===== src/rtl/lane_scheduler.sv =====
// Intersection scheduler: picks one lane at a time from requests, densities, starvation
// and emergency inputs, grants it, tracks it back to red, then holds an all-red clearance.
module lane_scheduler #(
  parameter int unsigned NUM_LANES      = 4,
  parameter int unsigned ALL_RED_CYCLES = 3,
  parameter int unsigned MAX_SKIP       = 3,
  parameter int unsigned LEAVE_TIMEOUT  = 4
) (
  input  logic                         clk,
  input  logic                         reset,
  input  logic [NUM_LANES-1:0]         request,
  input  logic [2*NUM_LANES-1:0]       density,
  input  logic [NUM_LANES-1:0]         lane_red,
  input  logic                         emergency_valid,
  input  logic [$clog2(NUM_LANES)-1:0] emergency_lane,
  output logic [NUM_LANES-1:0]         grant,
  output logic [$clog2(NUM_LANES)-1:0] active_lane,
  output logic                         busy,
  output logic                         all_red,
  output logic                         fault
);

  localparam int unsigned LW = $clog2(NUM_LANES);

  typedef enum logic [2:0] {StSelect, StGrant, StWaitLeave, StWaitDone, StClear} state_e;

  state_e        state_q, state_d;
  logic [LW-1:0] active_q, active_d;
  logic [LW-1:0] last_q, last_d;
  logic [2:0]    skip_q [NUM_LANES];
  logic [2:0]    skip_d [NUM_LANES];
  logic [7:0]    tmo_q, tmo_d;
  logic [7:0]    clr_q, clr_d;
  logic          fault_q, fault_d;
  logic          all_red_q;

  logic [1:0]    dens [NUM_LANES];
  logic          emerg_ok;
  logic          any_req;
  logic [LW-1:0] winner;

  for (genvar g = 0; g < NUM_LANES; g++) begin : g_dens
    assign dens[g] = density[2*g +: 2];
  end

  // Out-of-range emergency lanes are treated as no emergency.
  assign emerg_ok = emergency_valid && (int'(emergency_lane) < NUM_LANES);
  assign any_req  = |request;

  // Winner search walks lanes in round-robin order starting just after last_q.
  always_comb begin
    logic [LW-1:0] idx;
    logic [LW-1:0] starve_idx;
    logic [LW-1:0] best_idx;
    logic [1:0]    best_dens;
    logic          found_starve;
    logic          found_dens;
    idx          = '0;
    starve_idx   = '0;
    best_idx     = '0;
    best_dens    = '0;
    found_starve = 1'b0;
    found_dens   = 1'b0;
    for (int k = 1; k <= NUM_LANES; k++) begin
      idx = LW'((int'(last_q) + k) % NUM_LANES);
      if (request[idx]) begin
        if (!found_starve && (skip_q[idx] == 3'(MAX_SKIP))) begin
          found_starve = 1'b1;
          starve_idx   = idx;
        end
        if (!found_dens || (dens[idx] > best_dens)) begin
          found_dens = 1'b1;
          best_dens  = dens[idx];
          best_idx   = idx;
        end
      end
    end
    if (emerg_ok) begin
      winner = emergency_lane;
    end else if (found_starve) begin
      winner = starve_idx;
    end else begin
      winner = best_idx;
    end
  end

  always_comb begin
    state_d  = state_q;
    active_d = active_q;
    last_d   = last_q;
    skip_d   = skip_q;
    tmo_d    = tmo_q;
    clr_d    = clr_q;
    fault_d  = fault_q;
    unique case (state_q)
      StSelect: begin
        if (any_req || emerg_ok) begin
          active_d = winner;
          state_d  = StGrant;
          for (int i = 0; i < NUM_LANES; i++) begin
            if (LW'(i) == winner) begin
              skip_d[i] = '0;
            end else if (request[i]) begin
              skip_d[i] = (skip_q[i] == 3'(MAX_SKIP)) ? skip_q[i] : skip_q[i] + 3'd1;
            end else begin
              skip_d[i] = '0;
            end
          end
        end
      end
      StGrant: begin
        last_d  = active_q;
        tmo_d   = '0;
        state_d = StWaitLeave;
      end
      StWaitLeave: begin
        if (!lane_red[active_q]) begin
          state_d = StWaitDone;
        end else begin
          tmo_d = tmo_q + 8'd1;
          if (tmo_q == 8'(LEAVE_TIMEOUT - 1)) begin
            fault_d = 1'b1;
            clr_d   = '0;
            state_d = StClear;
          end
        end
      end
      StWaitDone: begin
        if (lane_red[active_q]) begin
          clr_d   = '0;
          state_d = StClear;
        end
      end
      StClear: begin
        if (clr_q == 8'(ALL_RED_CYCLES - 1)) begin
          state_d = StSelect;
        end else begin
          clr_d = clr_q + 8'd1;
        end
      end
      default: state_d = StSelect;
    endcase
  end

  always_ff @(posedge clk or posedge reset) begin
    if (reset) begin
      state_q   <= StSelect;
      active_q  <= '0;
      last_q    <= LW'(NUM_LANES - 1);
      tmo_q     <= '0;
      clr_q     <= '0;
      fault_q   <= 1'b0;
      all_red_q <= 1'b1;
      for (int i = 0; i < NUM_LANES; i++) begin
        skip_q[i] <= '0;
      end
    end else begin
      state_q   <= state_d;
      active_q  <= active_d;
      last_q    <= last_d;
      tmo_q     <= tmo_d;
      clr_q     <= clr_d;
      fault_q   <= fault_d;
      all_red_q <= (state_d == StSelect) || (state_d == StClear);
      for (int i = 0; i < NUM_LANES; i++) begin
        skip_q[i] <= skip_d[i];
      end
    end
  end

  always_comb begin
    grant = '0;
    if (state_q == StGrant) begin
      grant[active_q] = 1'b1;
    end
  end

  assign busy        = (state_q != StSelect);
  assign all_red     = all_red_q;
  assign active_lane = active_q;
  assign fault       = fault_q;

endmodule


===== config.mk =====
export PLATFORM = sky130hd
export DESIGN_NAME = lane_scheduler
export DESIGN_NICKNAME = d
export VERILOG_FILES = /design/src/rtl/lane_scheduler.sv
export SDC_FILE = /design/constraint.sdc
export NUM_CORES = 1
export LEC_CHECK = 0
export CORE_ASPECT_RATIO = 1.5
export CORE_MARGIN = 1.5
export CORE_UTILIZATION = 55
export CTS_BUF_LIST = sky130_fd_sc_hd__clkbuf_4 sky130_fd_sc_hd__clkbuf_8 sky130_fd_sc_hd__clkbuf_16
export DETAILED_ROUTE_END_ITERATION = 8
export GPL_ROUTABILITY_DRIVEN = 0
export HOLD_SLACK_MARGIN = 0.03
export PLACE_DENSITY = 0.77
export SETUP_SLACK_MARGIN = 0.02
export SYNTH_ARGS = -nofsm -noshare
export SYNTH_HDL_FRONTEND = slang
export SYNTH_SLANG_ARGS = --single-unit

===== constraint.sdc =====
create_clock -name clk -period 7.6 [get_ports clk]
set_input_delay 1.52 -clock clk [delete_from_list [all_inputs] [get_ports clk]]
set_output_delay 1.52 -clock clk [all_outputs]
set_load 0.05 [all_outputs]

## Word level (Yosys, flattened, before mapping)

Index checks and enable logic that the tools add are counted.
Widths: inputs -> output; s select.

- Word-level logic and storage cells: 191
- Bits in registers: 37
- Output and inout bits: 9
- Input port bits: 21

- Reductions and logical operators: 30
- Eq/ne operators: 26
- Multiplexer cells: 97
- $lt $le $gt $ge: 13
- Bitwise operators: 4
- Add/sub/neg operators: 10

Operator list:

| cell | count |
|---|---|
| $mux 3 | 25 |
| $mux 2 | 30 |
| $mux 8 | 5 |
| $eq 3x2->1 const B | 10 |
| $bmux 3 s2 | 4 |
| $pmux 8 s3 | 1 |
| $mux 1 | 19 |
| $add 8x1->8 const B | 2 |
| $bmux 2 s2 | 4 |
| $eq 8x2->1 const B | 2 |
| $pmux 8 s2 | 1 |
| $lt 2x3->1 const B | 5 |
| $pmux 3 s5 | 1 |
| $reduce_and 3->1 | 5 |
| $add 3x1->3 const B | 4 |
| $ge 3x3->1 const B | 4 |
| $ne 3x3->1 const B | 4 |
| $not 2->3 | 4 |
| $bmux 1 s2 | 5 |
| $ne 2x2->1 const B | 4 |
| $eq 3x3->1 const B | 2 |
| $gt 2x2->1 | 3 |
| $logic_not 1->1 | 6 |
| $logic_not 3->1 | 2 |
| 16 further kinds | 28 |

## Longest topological paths before layout

- Word-level depth: 25
- Gate-level depth with buffers: 26
- Mapped depth without buffers: 23

## Least setup slack after synthesis

OpenSTA, ideal clock, no wires.

- Kind: in2reg
- Start point: in request[0]
- End point: reg skip_q[11] (netlist bit)
- Setup slack: 1.489 ns
- Data arrival time: 5.989 ns
- Stages on the path: 24
- Buffers on the path: 1
- Data required time: 7.478 ns
- Library setup time: 0.122 ns
- Cells stage by stage: clkbuf_1 mux2_4 mux2i_4 nor3_1 ha_1 o22ai_1 a22o_1 o21a_1 mux2_2 inv_1 ha_1 nor2b_1 a2bb2oi_1 o31ai_2 mux2i_1 ha_1 nor2b_1 o21ai_0 nand3_1 a211oi_1 a21boi_0 o32a_2 nand3b_1 a32o_1

- Word-level cells in the longest chain between the ends: 20
- Elaborated cells between the ends (all ways): 63
- Classes of those cells: order compare (3); eq/ne (1); mux (43); reduce/logical (16)

RTL lines:

| item | RTL line | text |
|---|---|---|
| from (decl) | 11 | `input logic [NUM_LANES-1:0] request,` |
| $bmux 1 s2 | 66 | `if (request[idx]) begin` |
| $mux 1 (not written as such) | 66 |  |
| $mux 2 / $mux 1 (equally long branches) | 66 |  |
| $gt 2x2->1, or another cell as far along | 71 | `if (!found_dens \|\| (dens[idx] > best_dens)) begin` |
| $logic_or 1x1->1 / $logic_and 1x1->1 (equally long branches) | 71, 67 |  |
| $mux 2, or another cell as far along | 71 |  |
| $mux 2 / $mux 1 (equally long branches) | 66 |  |
| $gt 2x2->1, or another cell as far along | 71 |  |
| [... 4 more ...] | -- |  |
| $logic_or 1x1->1 / $logic_and 1x1->1 (equally long branches) | 71, 67 |  |
| $mux 2, or another cell as far along | 71 |  |
| $mux 2 / $mux 1 (equally long branches) | 66 |  |
| $mux 2 | 80 | `end else if (found_starve) begin` |
| $mux 2 | 78 | `if (emerg_ok) begin` |
| $logic_not 2->1 | 101 | `if (LW'(i) == winner) begin` |
| $ne 3x3->1 (no line) | -- |  |
| $reduce_and 3->1 (no line) | -- |  |
| to (signal, indexed assignment) | 166 | `skip_q[i] <= skip_d[i];` |
| to (decl) | 30 | `logic [2:0] skip_q [NUM_LANES];` |

Parallel ways exist; a longest one is shown, timed or not. The select of a mux whose other input is x is not followed.
A chain may end at the register's enable or synchronous reset.

## Final worst setup path

- Start point: in request[2]
- End point: reg skip_q[11] (netlist bit)

Same word-level chain as after synthesis.

==> results.toml <==
[sta]
finClkSkew_ns = 0.00806
tightest_slew_ns = 0.734
finalSetupTns_ns = 0
max_freq_mhz = 146
relSlewSlack = 0.509
grt_setup_unrepaired = "no"
drv_slew = 0
min_period_ns = 6.86
hold_violations = 0
post-route-period-util = 0.902
setup_violations = 0

[global_routing]
grt-ovfl-total = 0
grt_pass1_wl_um = 12800
antenna_found_initial = 0
track_usage = 0.264
grt_start_max_net_pins = 38
grt_pass1_vias = 2799

[floorplan]
start_util = 0.572
ios = 30
die_x_um = 64.7
rows = 33
core_area_um2 = 5490
die-area_um2 = 6180
die_y_um = 95.5

[power]
seqPwrFrac = 0.252
clkPwrFrac = 0.119
power_frac_comb = 0.629
switching_share = 0.481
switching_power_uw = 722
leakagePower_uw = 0.00154
ir_worst_vdd_mv = 0.314
finalPower_uw = 1500
p_int_uw = 780
p_per_area_nw_per_um2 = 419

[synth]
yosys_warnings = 0
post-synth-top-area-cell = "dfrtp_1"
syn_avg_cell_area_um2 = 8.56
postSynth.asyncResetShare = 1.00
synth_edf_count = 0
synth.area.top_cells = "dfrtp_1, nand2_1, ha_1"
synth_cells = 367
yosysSeqAreaShare = 0.296
synth_seq_cells = 37
syn_area_um2 = 3140
synth_top_area_frac = 0.271
synth_cell_types = 70
syn_nets = 404
synth_ff_type = "dfrtp_1"

[worst_setup_path]
crit_top_cell = "ha_1"
crit_path_end_kind = "flop"
crit_path_cell_trace = "clkdlybuf4s50_1 -> mux2_4 -> mux2i_4 -> nor3_1 -> ha_1 -> o22ai_1 -> a22o_1 -> o21a_1 -> mux2_2 -> inv_1 -> ha_1 -> nor2b_1 -> a2bb2oi_1 -> o31ai_2 -> mux2i_1 -> ha_1 -> nor2b_1 -> o21ai_0 -> nand3_1 -> a211oi_1 -> a21boi_0 -> o32a_2 -> nand3b_1 -> a32o_1"
cpMaxStageDelayCell = "clkdlybuf4s50_1"
crit_arrival_ns = 7.03
cpPeakStageDelay_ns = 0.63
cp-start-kind = "input port"
reg2regPathDepth = 23
worstPathRequired_ns = 7.77
crit_fanout = 14
path_class = "input port to flop"

[final_layout]
area_growth_pct = 14.1
layout_commonest_cell = "nand2_1"
fin_nets = 429
antenna_cells = 0
final_cell_mix = "nand2_1, dfrtp_1, nor2_1, clkdlybuf4s50_1, o21ai_0"
drive_gt1_frac = 0.104

[detailed_routing]
wl_um = 7760
vias_per_cell = 6.25
vias = 2893
drtIter0Drc = 151
firstDrtPassIters = 5
drc_errors = 0
wl_per_cell_um = 16.8
ant_nets = 0

[place]
io_buffers = 29
dp_hpwl_um = 5740

[clocking]
cts.repair.resized = 0
post_cts_buffers = 0
clk_latency_ns = 0.29
cts.clk_slew.worst_paths_ns = 0.07
htreeDepth = 2
clockRootBuffer = "clkbuf_8"
clock-sinks = 37
cts_buffers = 5
cts_buffer_depth = 2
cts_tree = "yes"
postCtsHoldBufs = 0

[hold_path]
whs_path_depth = 1
hold_path_class = "flop to flop"

[job]
max_cap_viol_count = 0

[outcome]
status = "completed"
metal layers:
| layer | share of wire | vias to the layer above | global-route usage |
|---|---|---|---|
| met5 | 0 | - | 0 |
| met4 | 0.049 | 0 | 0.172 |
| met3 | 0.036 | 32 | 0.0283 |
| met2 | 0.52 | 86 | 0.482 |
| met1 | 0.39 | 1371 | 0.284 |
| li1 | - | 1404 | - |
worst max-delay path, delay by kind of cell:
kind | cells | cell delay, ns
buffers and inverters | 2 | 0.69
multiplexers | 4 | 1.22
AND/OR/NAND/NOR | 5 | 0.55
AO/OA/AOI/OAI | 10 | 2.35
adder cells (fa/ha/maj) | 3 | 0.69
cell families after synthesis:
kind of cell / Yosys count / share of synthesized area
multiplexers: 25 / 0.103
buffers and inverters: 34 / 0.0518
AO/OA/AOI/OAI: 98 / 0.227
adder cells (fa/ha/maj): 16 / 0.0637
flip-flops: 37 / 0.296
AND/OR/NAND/NOR: 151 / 0.242
XOR/XNOR: 6 / 0.0167
state kept, by name, summed over array words and instances (netlist names):
name,flops
fault,1
all_red,1
clr_q,8
tmo_q,8
last_q,2
skip_q,12
state_q,3
active_lane,2
power groups by stage:
| stage | Clock, µW | Sequential, µW | Combinational (µW) |
|---|---|---|---|
| floorplan | 0 | 353 | 752 |
| global placement | 0 | 375 | 912 |
| detailed placement | 0 | 380 | 933 |
| CTS | 183 | 377 | 941 |
| global route | 190 | 394 | 1050 |
| finish | 178 | 379 | 944 |
final cells by class:
| type | instances | area [µm²] |
|---|---|---|
| multi-input combinational | 296 | 2050 |
| fill | 455 | 1910 |
| sequential | 37 | 930 |
| inverter | 17 | 63.8 |
| clock inverter | 1 | 30.0 |
| tap | 70 | 87.6 |
| clock buffer | 7 | 90.1 |
| timing repair buffer | 35 | 335 |
synthesized netlist by cell type (4+ instances only):
master,instances
o21ai_0,22
o22ai_1,6
o31ai_1,6
nand2_1,55
buf_2,4
nand4_1,5
clkbuf_1,8
nand3_1,9
and3_1,9
a21oi_1,14
or3_1,5
nand3b_1,4
xor2_1,6
nor3_1,6
a21o_1,4
nor2_1,29
nor2b_1,7
a32o_1,5
dfrtp_1,34
nand2b_1,6
mux2i_1,12
ha_1,16
mux2_2,7
inv_1,17
per-stage QoR:
| step | setup WS [ns] | cells | instance area [µm²] | hold slack (ns) | util |
|---|---|---|---|---|---|
| detailed placement | 0.510 | 455 | 3460 | 0.458 | 0.631 |
| floorplan | 1.49 | 367 | 3140 | 0.445 | - |
| global placement | 0.673 | 455 | 3460 | 0.449 | 0.631 |
| finish | 0.743 | 463 | 3580 | 0.474 | 0.653 |
| CTS | 0.804 | 463 | 3580 | 0.479 | 0.653 |
| global route | 0.297 | 463 | 3580 | 0.513 | 0.653 |
path summary, 6_finish.rpt:
kind                                       start                     end  slack (ns)
min in group asynchronous                  reset    clr_q[6]$_DFFE_PP0P_        1.64
setup reg to reg           last_q[0]$_DFFE_PP1P_  skip_q[11]$_DFFE_PP0P_        1.36
hold / removal                 fault$_DFFE_PP0P_       fault$_DFFE_PP0P_        0.47
max in group asynchronous                  reset   last_q[0]$_DFFE_PP1P_        5.61
hold reg to reg                fault$_DFFE_PP0P_       fault$_DFFE_PP0P_        0.47
setup / recovery                      request[2]  skip_q[11]$_DFFE_PP0P_        0.74
Note: power is estimated with default switching activity, not from simulation.
